### config.mk
export PLATFORM = sky130hd
export DESIGN_NAME = block_lock_64b66b
export DESIGN_NICKNAME = d
export VERILOG_FILES = /design/src/rtl/pcs_pkg.sv /design/src/rtl/block_lock_64b66b.sv
export SDC_FILE = /design/constraint.sdc
export NUM_CORES = 1
export LEC_CHECK = 0
export CAP_MARGIN = 10
export CORE_MARGIN = 2
export CORE_UTILIZATION = 61
export CTS_BUF_LIST = sky130_fd_sc_hd__clkbuf_4
export DETAILED_ROUTE_END_ITERATION = 10
export GPL_TIMING_DRIVEN = 1
export PLACE_DENSITY = 0.83
export SLEW_MARGIN = 20
export SYNTH_ARGS = -nofsm -noshare
export SYNTH_HDL_FRONTEND = slang
export SYNTH_SLANG_ARGS = --single-unit
### constraint.sdc
create_clock -name clk_i -period 4.3 [get_ports clk_i]
set_input_delay 0.43 -clock clk_i [delete_from_list [all_inputs] [get_ports clk_i]]
set_output_delay 0.43 -clock clk_i [all_outputs]
set_load 0.03 [all_outputs]
### src/rtl/pcs_pkg.sv
// Shared PCS definitions: block-lock FSM states and 64b/66b sync header values.
// Also provides sh_valid(): 1 for the two legal sync headers, 0 for 2'b00 and 2'b11.
// No ports; this package is imported by the PCS receive blocks.
package pcs_pkg;

    typedef enum logic [1:0] {
        TEST = 2'd0,
        SLIP = 2'd1,
        WAIT = 2'd2
    } bl_state_t;

    localparam logic [1:0] SYNC_DATA = 2'b01;
    localparam logic [1:0] SYNC_CTRL = 2'b10;

    function automatic logic sh_valid(input logic [1:0] head);
        return (head == SYNC_DATA) || (head == SYNC_CTRL);
    endfunction

endpackage

### src/rtl/block_lock_64b66b.sv
// Receive-side 64b/66b block-lock FSM. It judges sync headers from the gearbox and
// pulses slip_o until header alignment is found, then asserts block_lock_o.
// Ports: clk_i/rst_i (async active-high); head_i/head_valid_i come from the gearbox;
//        slip_o, block_lock_o and slip_cnt_o are all registered outputs.
module block_lock_64b66b
    import pcs_pkg::*;
#(
    parameter int SH_CNT_MAX   = 64,
    parameter int SH_INVLD_MAX = 16,
    parameter int SLIP_WAIT    = 32,
    parameter int SLIP_CNT_W   = 8
) (
    input  logic                  clk_i,
    input  logic                  rst_i,
    input  logic [1:0]            head_i,
    input  logic                  head_valid_i,
    output logic                  slip_o,
    output logic                  block_lock_o,
    output logic [SLIP_CNT_W-1:0] slip_cnt_o
);

    localparam int CNT_W  = $clog2(SH_CNT_MAX + 1);
    localparam int WAIT_W = $clog2(SLIP_WAIT + 1);

    localparam logic [CNT_W-1:0]  CNT_MAX   = CNT_W'(SH_CNT_MAX);
    localparam logic [CNT_W-1:0]  INVLD_MAX = CNT_W'(SH_INVLD_MAX);
    localparam logic [WAIT_W-1:0] WAIT_LAST = WAIT_W'(SLIP_WAIT - 1);

    bl_state_t             r_state,     w_state_nxt;
    logic [CNT_W-1:0]      r_sh_cnt,    w_sh_cnt_nxt;
    logic [CNT_W-1:0]      r_invld_cnt, w_invld_cnt_nxt;
    logic [WAIT_W-1:0]     r_wait_cnt,  w_wait_cnt_nxt;
    logic                  r_slip,      w_slip_nxt;
    logic                  r_lock,      w_lock_nxt;
    logic [SLIP_CNT_W-1:0] r_slip_cnt,  w_slip_cnt_nxt;

    logic                  w_head_bad;
    logic [CNT_W-1:0]      w_sh_cnt_inc;
    logic [CNT_W-1:0]      w_invld_inc;
    logic                  w_go_slip;

    assign w_head_bad   = !sh_valid(head_i);
    assign w_sh_cnt_inc = r_sh_cnt + CNT_W'(1);
    assign w_invld_inc  = r_invld_cnt + CNT_W'(w_head_bad);

    always_ff @(posedge clk_i or posedge rst_i) begin
        if (rst_i) begin
            r_state     <= TEST;
            r_sh_cnt    <= '0;
            r_invld_cnt <= '0;
            r_wait_cnt  <= '0;
            r_slip      <= 1'b0;
            r_lock      <= 1'b0;
            r_slip_cnt  <= '0;
        end else begin
            r_state     <= w_state_nxt;
            r_sh_cnt    <= w_sh_cnt_nxt;
            r_invld_cnt <= w_invld_cnt_nxt;
            r_wait_cnt  <= w_wait_cnt_nxt;
            r_slip      <= w_slip_nxt;
            r_lock      <= w_lock_nxt;
            r_slip_cnt  <= w_slip_cnt_nxt;
        end
    end

    always_comb begin
        w_state_nxt     = r_state;
        w_sh_cnt_nxt    = r_sh_cnt;
        w_invld_cnt_nxt = r_invld_cnt;
        w_wait_cnt_nxt  = r_wait_cnt;
        w_slip_nxt      = 1'b0;
        w_lock_nxt      = r_lock;
        w_slip_cnt_nxt  = r_slip_cnt;
        w_go_slip       = 1'b0;

        case (r_state)
            TEST: begin
                if (head_valid_i) begin
                    if (!r_lock) begin
                        // Unlocked: a single bad header means the alignment is wrong.
                        if (w_head_bad) begin
                            w_go_slip = 1'b1;
                        end else if (w_sh_cnt_inc == CNT_MAX) begin
                            w_lock_nxt      = 1'b1;
                            w_sh_cnt_nxt    = '0;
                            w_invld_cnt_nxt = '0;
                        end else begin
                            w_sh_cnt_nxt = w_sh_cnt_inc;
                        end
                    end else begin
                        // Locked: the invalid threshold is checked before the
                        // window end so it wins when both land on one header.
                        if (w_invld_inc == INVLD_MAX) begin
                            w_lock_nxt = 1'b0;
                            w_go_slip  = 1'b1;
                        end else if (w_sh_cnt_inc == CNT_MAX) begin
                            w_sh_cnt_nxt    = '0;
                            w_invld_cnt_nxt = '0;
                        end else begin
                            w_sh_cnt_nxt    = w_sh_cnt_inc;
                            w_invld_cnt_nxt = w_invld_inc;
                        end
                    end
                end
                // slip_o and the slip count are registered on entry to SLIP,
                // so the pulse is visible exactly during the SLIP cycle.
                if (w_go_slip) begin
                    w_state_nxt     = SLIP;
                    w_slip_nxt      = 1'b1;
                    w_sh_cnt_nxt    = '0;
                    w_invld_cnt_nxt = '0;
                    if (r_slip_cnt != '1) begin
                        w_slip_cnt_nxt = r_slip_cnt + SLIP_CNT_W'(1);
                    end
                end
            end
            SLIP: begin
                w_state_nxt     = WAIT;
                w_lock_nxt      = 1'b0;
                w_sh_cnt_nxt    = '0;
                w_invld_cnt_nxt = '0;
                w_wait_cnt_nxt  = '0;
            end
            WAIT: begin
                // Headers are ignored while the gearbox settles after a slip.
                if (r_wait_cnt == WAIT_LAST) begin
                    w_state_nxt    = TEST;
                    w_wait_cnt_nxt = '0;
                end else begin
                    w_wait_cnt_nxt = r_wait_cnt + WAIT_W'(1);
                end
            end
            default: begin
                w_state_nxt = TEST;
            end
        endcase
    end

    assign slip_o       = r_slip;
    assign block_lock_o = r_lock;
    assign slip_cnt_o   = r_slip_cnt;

endmodule
==> flow_metrics.env <==
export IMPL_yosysTopAreaCell="dfrtp_1"
export IMPL_rsz0062_at_grt="false"
export IMPL_holdWs_ns=0.3773
export IMPL_antenna_found_initial=0
export IMPL_r2r_start="r_invld_cnt[0]$_DFFE_PP0P_"
export IMPL_cts_resized=0
export IMPL_leakage_uw=0.0008912
export IMPL_min_delay_path_class="input port to asynchronous set/reset pin"
export IMPL_final_common_cell="dfrtp_1"
export IMPL_synth_top_area_share_pct=43.57
export IMPL_period_share_pct=67.99
export IMPL_tns_ns=0
export IMPL_diodes=0
export IMPL_crit_required_ns=4.53
export IMPL_postCtsHoldBufs=0
export IMPL_io_pins=15
export IMPL_clk_pin_slew_ns=0.10
export IMPL_tightestPinTransition_ns=0.7707
export IMPL_ys_flop_type="dfrtp_1"
export IMPL_crit_chain="clkdlybuf4s50_1 -> xnor2_1 -> ha_1 -> ha_1 -> nand3_1 -> xor2_1 -> and4b_4 -> a31oi_4 -> nor3_2 -> mux2_1"
export IMPL_vias=1507
export IMPL_worst_ep_arrival_time_ns=3.15
export IMPL_clockRootBuffer="clkbuf_4"
export IMPL_die_w_microns=58.89
export IMPL_numPortBuffers=14
export IMPL_die_area_sq_um=3468
export IMPL_r2r_end="slip_cnt_o[1]$_DFFE_PP0P_"
export IMPL_grt_first_pass_wirelength_mm=6.382
export IMPL_synthTopCellsByArea="dfrtp_1 (44%), nand2_1 (5.5%), ha_1 (5.4%)"
export IMPL_overflow=0
export IMPL_post_dp_hpwl_mm=2.789
export IMPL_drt_total_wl_mm=3.746
export IMPL_drt_pass1_iter_count=7
export IMPL_yosysSeqAreaShare_pct=43.57
export IMPL_die_h_microns=58.89
export IMPL_syn_nets=204
export IMPL_area_growth_syn_to_layout_pct=13.41
export IMPL_worst_path_max_delay_cell="clkdlybuf4s50_1"
export IMPL_wire_per_inst_microns=15.42
export IMPL_min_period_ns=2.923
export IMPL_grt_pass1_vias=1423
export IMPL_drv_cap=0
export IMPL_final_nets=224
export IMPL_drtIter0Drc=86
export IMPL_critPathMaxStageDelay_ns=0.41
export IMPL_r2r_slack_ns=1.73
export IMPL_grtUsageTotal_pct=24.71
export IMPL_startpoint_type="input port"
export IMPL_cp_max_fo=16
export IMPL_avgViaCountPerCell=6.202
export IMPL_ys_warnings_count=0
export IMPL_fmaxAchievable_mhz=342.1
export IMPL_start_util_pct=65.52
export IMPL_cts_tree="yes"
export IMPL_postCtsSetupRepairBufs=0
export IMPL_peakVddDrop_uv=279.5
export IMPL_remaining_drc_errors=3
export IMPL_insertion_delay_ns=0.33
export IMPL_syn_area_sq_um=1838
export IMPL_finalHoldViolCount=0
export IMPL_htree_levels=2
export IMPL_ys_ff_latch=32
export IMPL_gp_congestion=0.8894
export IMPL_p_per_area_nw_per_um2=475.2
export IMPL_grt_max_degree=22
export IMPL_cts_buffers=5
export IMPL_drive_gt1_share_pct=7.547
export IMPL_final_cell_mix="dfrtp_1 (32), nand2_1 (27), o21ai_0 (15)"
export IMPL_syn_mean_instance_area_sq_um=9.623
export IMPL_clk_path_buf_depth=2
export IMPL_slew_viol_final=0
export IMPL_rows=19
export IMPL_synth_async_reset_ratio_pct=100.0
export IMPL_end_kind="flop"
export IMPL_finalClockSkew_ns=0.006816
export IMPL_cts_sinks=32
export IMPL_fp_coreArea_sq_um=2805
export IMPL_synth_cells=191
export IMPL_ant_nets=0
export IMPL_setup_violations=0
export IMPL_crit_top_cell="ha_1"
export IMPL_crit_type="input port to flop"
export IMPL_status="complete, but fails checks"
export IMPL_violations="design-rule violations"
export IMPL_synth_edf_count=0
export IMPL_relSlewSlack_pct=48.06
export IMPL_reg2reg_depth=8
export IMPL_synth_cell_types=43
flip-flops by register name, summed over array words and instances (netlist names):
name,cells
block_lock_o,1
r_invld_cnt,7
slip_o,1
r_state,2
r_wait_cnt,6
r_sh_cnt,7
slip_cnt_o,8
power by group:
| group | switching [uW] | total [uW] | internal [uW] |
|---|---|---|---|
| clock | 103 | 221 | 119 |
| combinational | 232 | 367 | 134 |
| sequential | 53.3 | 403 | 349 |
cells in the mapped netlist, types with 2 or more instances:
library cell   n
inv_1         12
nor2_1        12
nand3_1       13
a32oi_1        2
o21ai_0       15
xnor2_1        5
nand4_1        2
o31ai_1        3
dfrtp_1       32
nor3_1         3
and3_1         3
ha_1           8
xor2_1        10
nor2b_1        4
nand2_1       27
nor4_1         2
and2_1         2
a41oi_1        2
o211ai_1       2
o2bb2ai_1      3
nor4b_1        3
a21oi_1        5
cells by family (layout without fill, tap and decap cells):
| group | after synthesis | after routing | share of synthesized area, % |
|---|---|---|---|
| buffers and inverters | 14 | 35 | 3.267 |
| AO/OA/AOI/OAI | 39 | 39 | 15.11 |
| flip-flops | 32 | 32 | 43.57 |
| XOR/XNOR | 15 | 15 | 7.147 |
| multiplexers | 2 | 2 | 1.225 |
| adder cells (fa/ha/maj) | 8 | 8 | 5.446 |
| AND/OR/NAND/NOR | 81 | 81 | 24.23 |
worst max path at each step:
stage | startpoint | end | slack [ns]
CTS | head_i[1] | slip_cnt_o[1]$_DFFE_PP0P_ | 1.39
detailed placement | head_i[1] | slip_cnt_o[1]$_DFFE_PP0P_ | 1.03
floorplan | head_i[1] | slip_cnt_o[1]$_DFFE_PP0P_ | 1.78
global route | head_i[1] | r_sh_cnt[6]$_DFFE_PP0P_ | 1.21
global placement | head_i[1] | slip_cnt_o[1]$_DFFE_PP0P_ | 1.16
finish | head_i[1] | slip_cnt_o[1]$_DFFE_PP0P_ | 1.38
metrics by stage:
step | setup WS, ns | utilization (%) | instances | total power, uW | area, sq um
floorplan | 1.785 | - | 191 | 654.5 | 1838
global placement | 1.162 | 71.63 | 235 | 755.1 | 2009
detailed placement | 1.032 | 71.63 | 235 | 771.9 | 2009
CTS | 1.389 | 74.31 | 243 | 994.1 | 2085
global route | 1.209 | 74.31 | 243 | 1055 | 2085
finish | 1.377 | 74.31 | 243 | 990.5 | 2085
area by class of cell:
class / count / area (sq um)
multi-input combinational: 145 / 977.2
sequential: 32 / 800.8
fill: 203 / 720.7
timing repair buffer: 15 / 147.6
inverter: 12 / 45.04
tap: 31 / 38.79
clock buffer: 5 / 37.54
clock inverter: 3 / 37.54
metal layers:
metal	wire, microns	part of all wire (%)	vias up	track usage, %
li1	-	-	724	-
met1	1661	44	715	32.06
met2	1765	47	58	39.68
met3	236	6.3	10	5.934
met4	83	2.2	0	10.06
met5	0	0	-	0
worst max-delay path, delay by kind of cell:
kind                       cells  cell delay (ns)
AOI/OAI and AO/OA              1             0.23
muxes                          1             0.34
buffers and inverters          1             0.41
and+or+nand+nor                3             0.81
adders and majority gates      2             0.49
xor gates and xnor gates       2             0.43
(Power assumes the default switching activity.)
